## config.mk

```make
export PLATFORM = sky130hd
export DESIGN_NAME = pis_mc
export DESIGN_NICKNAME = d
export VERILOG_FILES = /design/src/rtl/pis_pkg.sv /design/src/rtl/pis_fifo.sv /design/src/rtl/pis_mc.sv
export SDC_FILE = /design/constraint.sdc
export NUM_CORES = 1
export LEC_CHECK = 0
export CAP_MARGIN = 20
export CORE_ASPECT_RATIO = 1.2
export CORE_MARGIN = 3
export CORE_UTILIZATION = 55
export DETAILED_ROUTE_END_ITERATION = 10
export PLACE_DENSITY_LB_ADDON = 0.08
export SLEW_MARGIN = 10
export SYNTH_ARGS = -nofsm -noshare
export SYNTH_HDL_FRONTEND = slang
export SYNTH_HIERARCHICAL = 1
export SYNTH_SLANG_ARGS = --single-unit
```

## constraint.sdc

```tcl
create_clock -name clk_40MHz -period 6.9 [get_ports clk_40MHz]
set_input_delay 0.69 -clock clk_40MHz [delete_from_list [all_inputs] [get_ports clk_40MHz]]
set_output_delay 0.69 -clock clk_40MHz [all_outputs]
set_load 0.005 [all_outputs]
```

## src/rtl/pis_pkg.sv

```systemverilog
// Shared types and packet-length helpers for the pis_mc readout block.
// Packet length grows by one parity bit when PIS_PARITY_EN is defined.
package pis_pkg;

    typedef enum logic {
        IDLE  = 1'b0,
        SHIFT = 1'b1
    } pis_state_t;

    localparam logic START_BIT = 1'b1;

    function automatic int pkt_len(input int ch_w, input int data_w);
`ifdef PIS_PARITY_EN
        return ch_w + data_w + 2;
`else
        return ch_w + data_w + 1;
`endif
    endfunction

    function automatic int pkt_body_len(input int ch_w, input int data_w);
        return pkt_len(ch_w, data_w) - 1;
    endfunction

endpackage

```

## src/rtl/pis_fifo.sv

```systemverilog
// Synchronous FIFO holding {ch_id, data} words; DEPTH must be a power of 2.
// Push is ignored when full and pop when empty, so there is no bypass path.
module pis_fifo #(
    parameter int WIDTH = 30,
    parameter int DEPTH = 4
) (
    input  logic                     clk_40MHz,
    input  logic                     rst,
    input  logic                     push,
    input  logic                     pop,
    input  logic [WIDTH-1:0]         wdata,
    output logic [WIDTH-1:0]         rdata,
    output logic                     full,
    output logic                     empty,
    output logic [$clog2(DEPTH):0]   level
);

    localparam int AW = $clog2(DEPTH);
    localparam int LW = AW + 1;

    logic [WIDTH-1:0] mem [DEPTH];
    logic [AW-1:0]    wr_ptr;
    logic [AW-1:0]    rd_ptr;
    logic             do_push;
    logic             do_pop;

    assign full    = (level == LW'(DEPTH));
    assign empty   = (level == '0);
    assign do_push = push & ~full;
    assign do_pop  = pop & ~empty;
    assign rdata   = mem[rd_ptr];

    always_ff @(posedge clk_40MHz) begin
        if (do_push) begin
            mem[wr_ptr] <= wdata;
        end
    end

    always_ff @(posedge clk_40MHz) begin
        if (rst) begin
            wr_ptr <= '0;
            rd_ptr <= '0;
            level  <= '0;
        end else begin
            if (do_push) wr_ptr <= wr_ptr + AW'(1);
            if (do_pop)  rd_ptr <= rd_ptr + AW'(1);
            case ({do_push, do_pop})
                2'b10:   level <= level + LW'(1);
                2'b01:   level <= level - LW'(1);
                default: level <= level;
            endcase
        end
    end

endmodule

```

## src/rtl/pis_mc.sv

```systemverilog
// Multi-channel parallel-in/serial-out readout: round-robin arbiter, FIFO, serializer.
// Define PIS_PARITY_EN to append an even-parity bit over ID+data to each packet.
//
// state | meaning
// IDLE  | no packet on the line; pop and load as soon as the FIFO holds a word
// SHIFT | one packet bit per cycle; on the last bit reload back-to-back if possible
module pis_mc
    import pis_pkg::*;
#(
    parameter int N_CH       = 4,
    parameter int DATA_W     = 28,
    parameter int FIFO_DEPTH = 4,
    parameter int CH_W       = $clog2(N_CH)
) (
    input  logic                          clk_40MHz,
    input  logic                          rst,
    input  logic                          shake_hands_en,
    input  logic [N_CH-1:0]               ch_valid,
    input  logic [N_CH*DATA_W-1:0]        ch_data,
    output logic [N_CH-1:0]               ch_ready,
    output logic                          valid_out,
    output logic                          data_out,
    output logic                          frame_start,
    output logic [$clog2(FIFO_DEPTH):0]   fifo_level
);

    localparam int L     = pkt_len(CH_W, DATA_W);
    localparam int BODY  = pkt_body_len(CH_W, DATA_W);
    localparam int CNT_W = $clog2(L);
    localparam int FW    = CH_W + DATA_W;

    logic [CH_W-1:0]  rr_ptr;
    logic [CH_W-1:0]  scan_id;
    logic [CH_W-1:0]  grant_id;
    logic             transfer;
    logic [FW-1:0]    push_word;
    logic [FW-1:0]    head_word;
    logic             fifo_full;
    logic             fifo_empty;
    logic             load;
    logic [BODY-1:0]  body;
    logic [BODY-1:0]  shreg;
    logic [CNT_W-1:0] bit_cnt;
    pis_state_t       state;
    pis_state_t       state_nxt;

    // First requester at or after rr_ptr wins; no grants in reset or when full.
    always_comb begin
        ch_ready = '0;
        grant_id = '0;
        scan_id  = '0;
        transfer = 1'b0;
        if (!rst && shake_hands_en && !fifo_full) begin
            for (int k = 0; k < N_CH; k++) begin
                scan_id = CH_W'((int'(rr_ptr) + k) % N_CH);
                if (!transfer && ch_valid[scan_id]) begin
                    transfer          = 1'b1;
                    ch_ready[scan_id] = 1'b1;
                    grant_id          = scan_id;
                end
            end
        end
    end

    assign push_word = {grant_id, ch_data[int'(grant_id)*DATA_W +: DATA_W]};

    always_ff @(posedge clk_40MHz) begin
        if (rst) begin
            rr_ptr <= '0;
        end else if (transfer) begin
            rr_ptr <= (int'(grant_id) == N_CH - 1) ? '0 : grant_id + CH_W'(1);
        end
    end

    pis_fifo #(
        .WIDTH (FW),
        .DEPTH (FIFO_DEPTH)
    ) u_fifo (
        .clk_40MHz (clk_40MHz),
        .rst       (rst),
        .push      (transfer),
        .pop       (load),
        .wdata     (push_word),
        .rdata     (head_word),
        .full      (fifo_full),
        .empty     (fifo_empty),
        .level     (fifo_level)
    );

`ifdef PIS_PARITY_EN
    assign body = {head_word, ^head_word};
`else
    assign body = head_word;
`endif

    always_ff @(posedge clk_40MHz) begin
        if (rst) begin
            state <= IDLE;
        end else begin
            state <= state_nxt;
        end
    end

    always_comb begin
        state_nxt = state;
        load      = 1'b0;
        case (state)
            IDLE: begin
                if (!fifo_empty) begin
                    load      = 1'b1;
                    state_nxt = SHIFT;
                end
            end
            SHIFT: begin
                if (bit_cnt == '0) begin
                    if (!fifo_empty) begin
                        load = 1'b1;
                    end else begin
                        state_nxt = IDLE;
                    end
                end
            end
            default: state_nxt = IDLE;
        endcase
    end

    // data_out carries the current bit; shreg holds the bits still to come.
    always_ff @(posedge clk_40MHz) begin
        if (rst) begin
            shreg       <= '0;
            bit_cnt     <= '0;
            valid_out   <= 1'b0;
            data_out    <= 1'b0;
            frame_start <= 1'b0;
        end else if (load) begin
            shreg       <= body;
            bit_cnt     <= CNT_W'(L - 1);
            valid_out   <= 1'b1;
            data_out    <= START_BIT;
            frame_start <= 1'b1;
        end else if (state == SHIFT && bit_cnt != '0) begin
            shreg       <= {shreg[BODY-2:0], 1'b0};
            bit_cnt     <= bit_cnt - CNT_W'(1);
            valid_out   <= 1'b1;
            data_out    <= shreg[BODY-1];
            frame_start <= 1'b0;
        end else begin
            valid_out   <= 1'b0;
            data_out    <= 1'b0;
            frame_start <= 1'b0;
        end
    end

endmodule

```

==> results.txt <==
The effective utilization at floorplan came out at 57.12%. The instance count of the mapped netlist is ~550. The total length of routed met2 wires came out at about 8200 µm. The placement row count is 47. The antenna diode instance count came out at 0. The clock latency on the worst-skew pair came out at approximately 0.42 ns. STA classifies the critical path endpoint as a primary output.

The critical path starts at rr_ptr[0]. The area inside the core boundary came out at about 14000 µm². The routability congestion estimate came out at ~0.83. The detailed route wirelength on metal3 came out at approximately 760 µm. The post-DP HPWL is just under 10000 µm. The worst-case clock skew is 0.01795 ns.

A synthesized cell averages approximately 14 µm². The number of buffers added to fix hold violations after cts is 0. The detailed-route DRC error count came out at 0. The average wire per cell in the routed design is 18.15 µm.

The initial detailed-routing violation count came out at around 280. Counting every net in the synthesized netlist gives 688. The leakage power summed over all cells is around 0.0038 µW. The maximum fanout encountered on the critical timing path came out at 16. The worst setup slack after placement is 2.958 ns. In this run the vertical extent of the chip is approximately 140 µm. The final standard cell utilization of the core is slightly above 70%. The fraction of layout instances using a drive strength above 1 is about an eighth.

The area enclosed by the die boundary came out at between 15000 and 20000 µm². The number of antenna violations at the first check in global routing is 0. The required time of the critical path is 6.21 ns. The count of yosys warnings during synthesis came out at 6. The portion of the clock cycle consumed by the worst path in the final layout is ~63%.

The sequential share of the synthesized area is between 50% and 60%. In this run, post-CTS repair resized a total of 0 instances. Setup repair after global routing left no endpoint under its margin.

The horizontal extent of the die came out at 116.3 µm. The source of the worst hold timing path is bit_cnt[3]. The total count of max-transition violations in the final report is 0. The tool flagged a number of max-cap violations equal to 0. The via count of the first global-routing pass is slightly above 5000. The number of vias after detailed routing came out at ~5000. The total of endpoints with negative setup slack in the final report is 0. The count of cells along the worst hold path came out at 1. The post-layout minimum cycle time is 4.351 ns.

The area growth from synthesis to final layout came out at 23.57%. The detailed-routing wirelength on met1 is ~6400 µm. Measured against its own limit, the worst slew margin works out to between 30% and 40%. The post-CTS repair timing setup buffer count is 0. The worst setup path is of the register to primary output kind. The count of input and output buffers is 128.

The aggregate negative setup slack is 0 ns. The worst ir drop on vdd came out at between 0.00015 and 0.0002 V. The number of placed instances, taps included, is approximately 830.

The final number of hold-violating endpoints came out at 0. After layout, the worst setup slack is between 2 and 3 ns. The CTS sink count came out at 170. The highest signal layer in the routed design is met4.

The reg-to-reg critical path endpoint is u_fifo/mem[2][16]. Once detail routing completed, the nets flagged for antenna violations numbered 0. The startpoint identified for the worst register-to-register timing path is rr_ptr[0]. The maximum clock path buffer count came out at 2. The net count of the finished layout is about 810. The run finished with clean final reports. The number of cells traversed by the worst register-to-register path is 9.

The number of vias per cell is between 5 and 6. The post-route non-filler standard cell count came out at 858. The mapped cell area came out at 8028 µm². The clock root buffer is sky130_fd_sc_hd__clkbuf_16. The maximum level of the CTS H-tree is 4. The transition time of the tightest slew-check pin is around 0.96 ns. The first global-routing pass estimated 25600 µm of wire. Wires add up to between 15000 and 20000 µm. The tightest min-delay check is of the register to register type. The global routing usage summed across all routing layers is between 20 and 25%. The first-pass iteration count of the detailed router came out at 5. Clock-pin slew was measured on the worst setup and hold paths at ~0.060 ns. The count of pins on the block boundary came out at between 100 and 150. The total overflow reported by the global router is 0. The post-synthesis sequential element count is 170. Following the worst setup path forward leads to its endpoint at ch_ready[1]. TritonCTS created 17 clock buffers. The total power density per cell area is around 300 nW/µm². The pin count of the biggest net entering global routing is 65. STA classifies the critical path startpoint as a register. The number of distinct library cells after synthesis is slightly below 50. TritonCTS built the clock tree. The highest attainable clock frequency came out at 0.2298 GHz. The reg-to-reg setup timing slack is around 3.2 ns.

The arrival time at the worst endpoint came out at 3.66 ns.
## flip-flops by register name (all words and copies together), names as in the netlist, named ones only
register and count:
bit_cnt 5, u_fifo/level 3, data_out 1, state 1, u_fifo/wr_ptr 2, frame_start 1, shreg 30, u_fifo/mem 120
rr_ptr 2, u_fifo/rd_ptr 2, valid_out 1
## per-stage QoR
step | hold slack (ns) | instance area [µm²] | total power, µW
floorplan | 0.4405 | 8028 | 1934
global placement | 0.4534 | 9404 | 2121
detailed placement | 0.4633 | 9404 | 2160
CTS | 0.4712 | 9920 | 2990
global route | 0.4895 | 9920 | 3127
finish | 0.4720 | 9920 | 2962
## layer usage
| layer | vias up | track usage (%) |
|---|---|---|
| li1 | 2382 | - |
| met1 | 2433 | 26.12 |
| met2 | 148 | 34.69 |
| met3 | 15 | 4.108 |
| met4 | 0 | 6.720 |
| met5 | - | 0 |
## cell type report
class,instances,area (µm²)
clock buffer,20,436.7
clock inverter,12,78.83
fill,959,4135
inverter,14,52.55
multi-input combinational,332,3173
sequential,170,4606
tap,171,214.0
timing repair buffer,139,1359
## layout by cell type, fill, tap and decap left out, types with 3 or more instances in the layout
cell type | netlist | final
sky130_fd_sc_hd__a211oi_1 | 31 | 31
sky130_fd_sc_hd__a21oi_1 | 17 | 17
sky130_fd_sc_hd__a22oi_1 | 8 | 8
sky130_fd_sc_hd__and2_1 | 4 | 4
sky130_fd_sc_hd__buf_4 | 3 | 11
sky130_fd_sc_hd__clkbuf_1 | 13 | 3
sky130_fd_sc_hd__clkbuf_16 | 0 | 17
sky130_fd_sc_hd__clkdlybuf4s50_1 | 0 | 127
sky130_fd_sc_hd__clkinv_2 | 0 | 4
sky130_fd_sc_hd__clkinvlp_4 | 0 | 5
sky130_fd_sc_hd__dfxtp_1 | 50 | 49
sky130_fd_sc_hd__edfxtp_1 | 120 | 120
sky130_fd_sc_hd__ha_1 | 14 | 14
sky130_fd_sc_hd__inv_1 | 13 | 13
sky130_fd_sc_hd__mux2i_1 | 118 | 118
sky130_fd_sc_hd__mux4_2 | 33 | 33
sky130_fd_sc_hd__nand2_1 | 5 | 5
sky130_fd_sc_hd__nand2b_1 | 5 | 5
sky130_fd_sc_hd__nor2_1 | 41 | 41
sky130_fd_sc_hd__nor3_1 | 3 | 3
sky130_fd_sc_hd__o21a_1 | 3 | 3
sky130_fd_sc_hd__o21ai_0 | 5 | 5
sky130_fd_sc_hd__o22ai_1 | 3 | 3
sky130_fd_sc_hd__or2_2 | 5 | 5
sky130_fd_sc_hd__or3_1 | 4 | 4
sky130_fd_sc_hd__xor2_1 | 3 | 3
## worst min-delay path by stage
stage                            end  slack, ns
final                     bit_cnt[3]       0.47
after global routing      bit_cnt[3]       0.49
after CTS                 bit_cnt[3]       0.47
after detailed placement    data_out       0.46
after global placement      data_out       0.45
after floorplan             data_out       0.44
## critical path: stages (launching register included)
cell	delay (ns)
sky130_fd_sc_hd__dfxtp_1	0.75
sky130_fd_sc_hd__inv_2	0.16
sky130_fd_sc_hd__ha_1	0.53
sky130_fd_sc_hd__mux4_2	0.44
sky130_fd_sc_hd__nor2b_1	0.27
sky130_fd_sc_hd__a22oi_1	0.11
sky130_fd_sc_hd__or2_2	0.29
sky130_fd_sc_hd__a21oi_1	0.15
sky130_fd_sc_hd__clkdlybuf4s50_1	0.53
## cells by family (layout without fill, tap and decap cells)
family                   count (synthesis)  after routing  share of synthesized area (%)
AO/OA/AOI/OAI                           78             78                          6.655
XOR/XNOR                                 3              3                         0.3274
adder cells (fa/ha/maj)                 15             15                          2.431
buffers and inverters                   52            185                          3.569
flip-flops                             170            170                          57.36
multiplexers                           155            155                          24.53
AND/OR/NAND/NOR                         81             81                          5.128
## Yosys cell counts (all sizes together)
cell type | count | area, µm²
o21ai | 7 | 35.03
and4 | 1 | 8.760
and3b | 1 | 8.760
a311oi | 2 | 17.52
nand2b | 5 | 31.28
mux2i | 118 | 1181
nor2 | 42 | 160.2
mux2 | 4 | 45.04
nor3b | 1 | 12.51
nor2b | 1 | 6.260
nand3b | 1 | 7.510
and3 | 2 | 12.51
a22oi | 8 | 60.06
o21a | 3 | 22.52
inv | 14 | 52.55
a211o | 2 | 17.52
or3b | 3 | 26.28
a21oi | 18 | 93.84
mux4 | 33 | 743.2
a31o | 1 | 8.760
nand2 | 5 | 18.77
a211oi | 32 | 245.2
o31ai | 2 | 15.01
fa | 1 | 20.02
or2 | 5 | 31.28
nor4 | 2 | 12.51
dfxtp | 50 | 1001
nor3 | 4 | 25.02
edfxtp | 120 | 3603
ha | 14 | 175.2
and2 | 4 | 25.02
xor2 | 3 | 26.28
or3 | 4 | 25.02
buf | 24 | 177.7
clkbuf | 14 | 56.31
o22ai | 3 | 18.77
## power by group
group | switching [µW] | internal [µW]
registers | 87.7 | 1250
clock network | 366 | 456
logic | 397 | 402
total | 851 | 2110
Power figures use the tool's default switching activity.
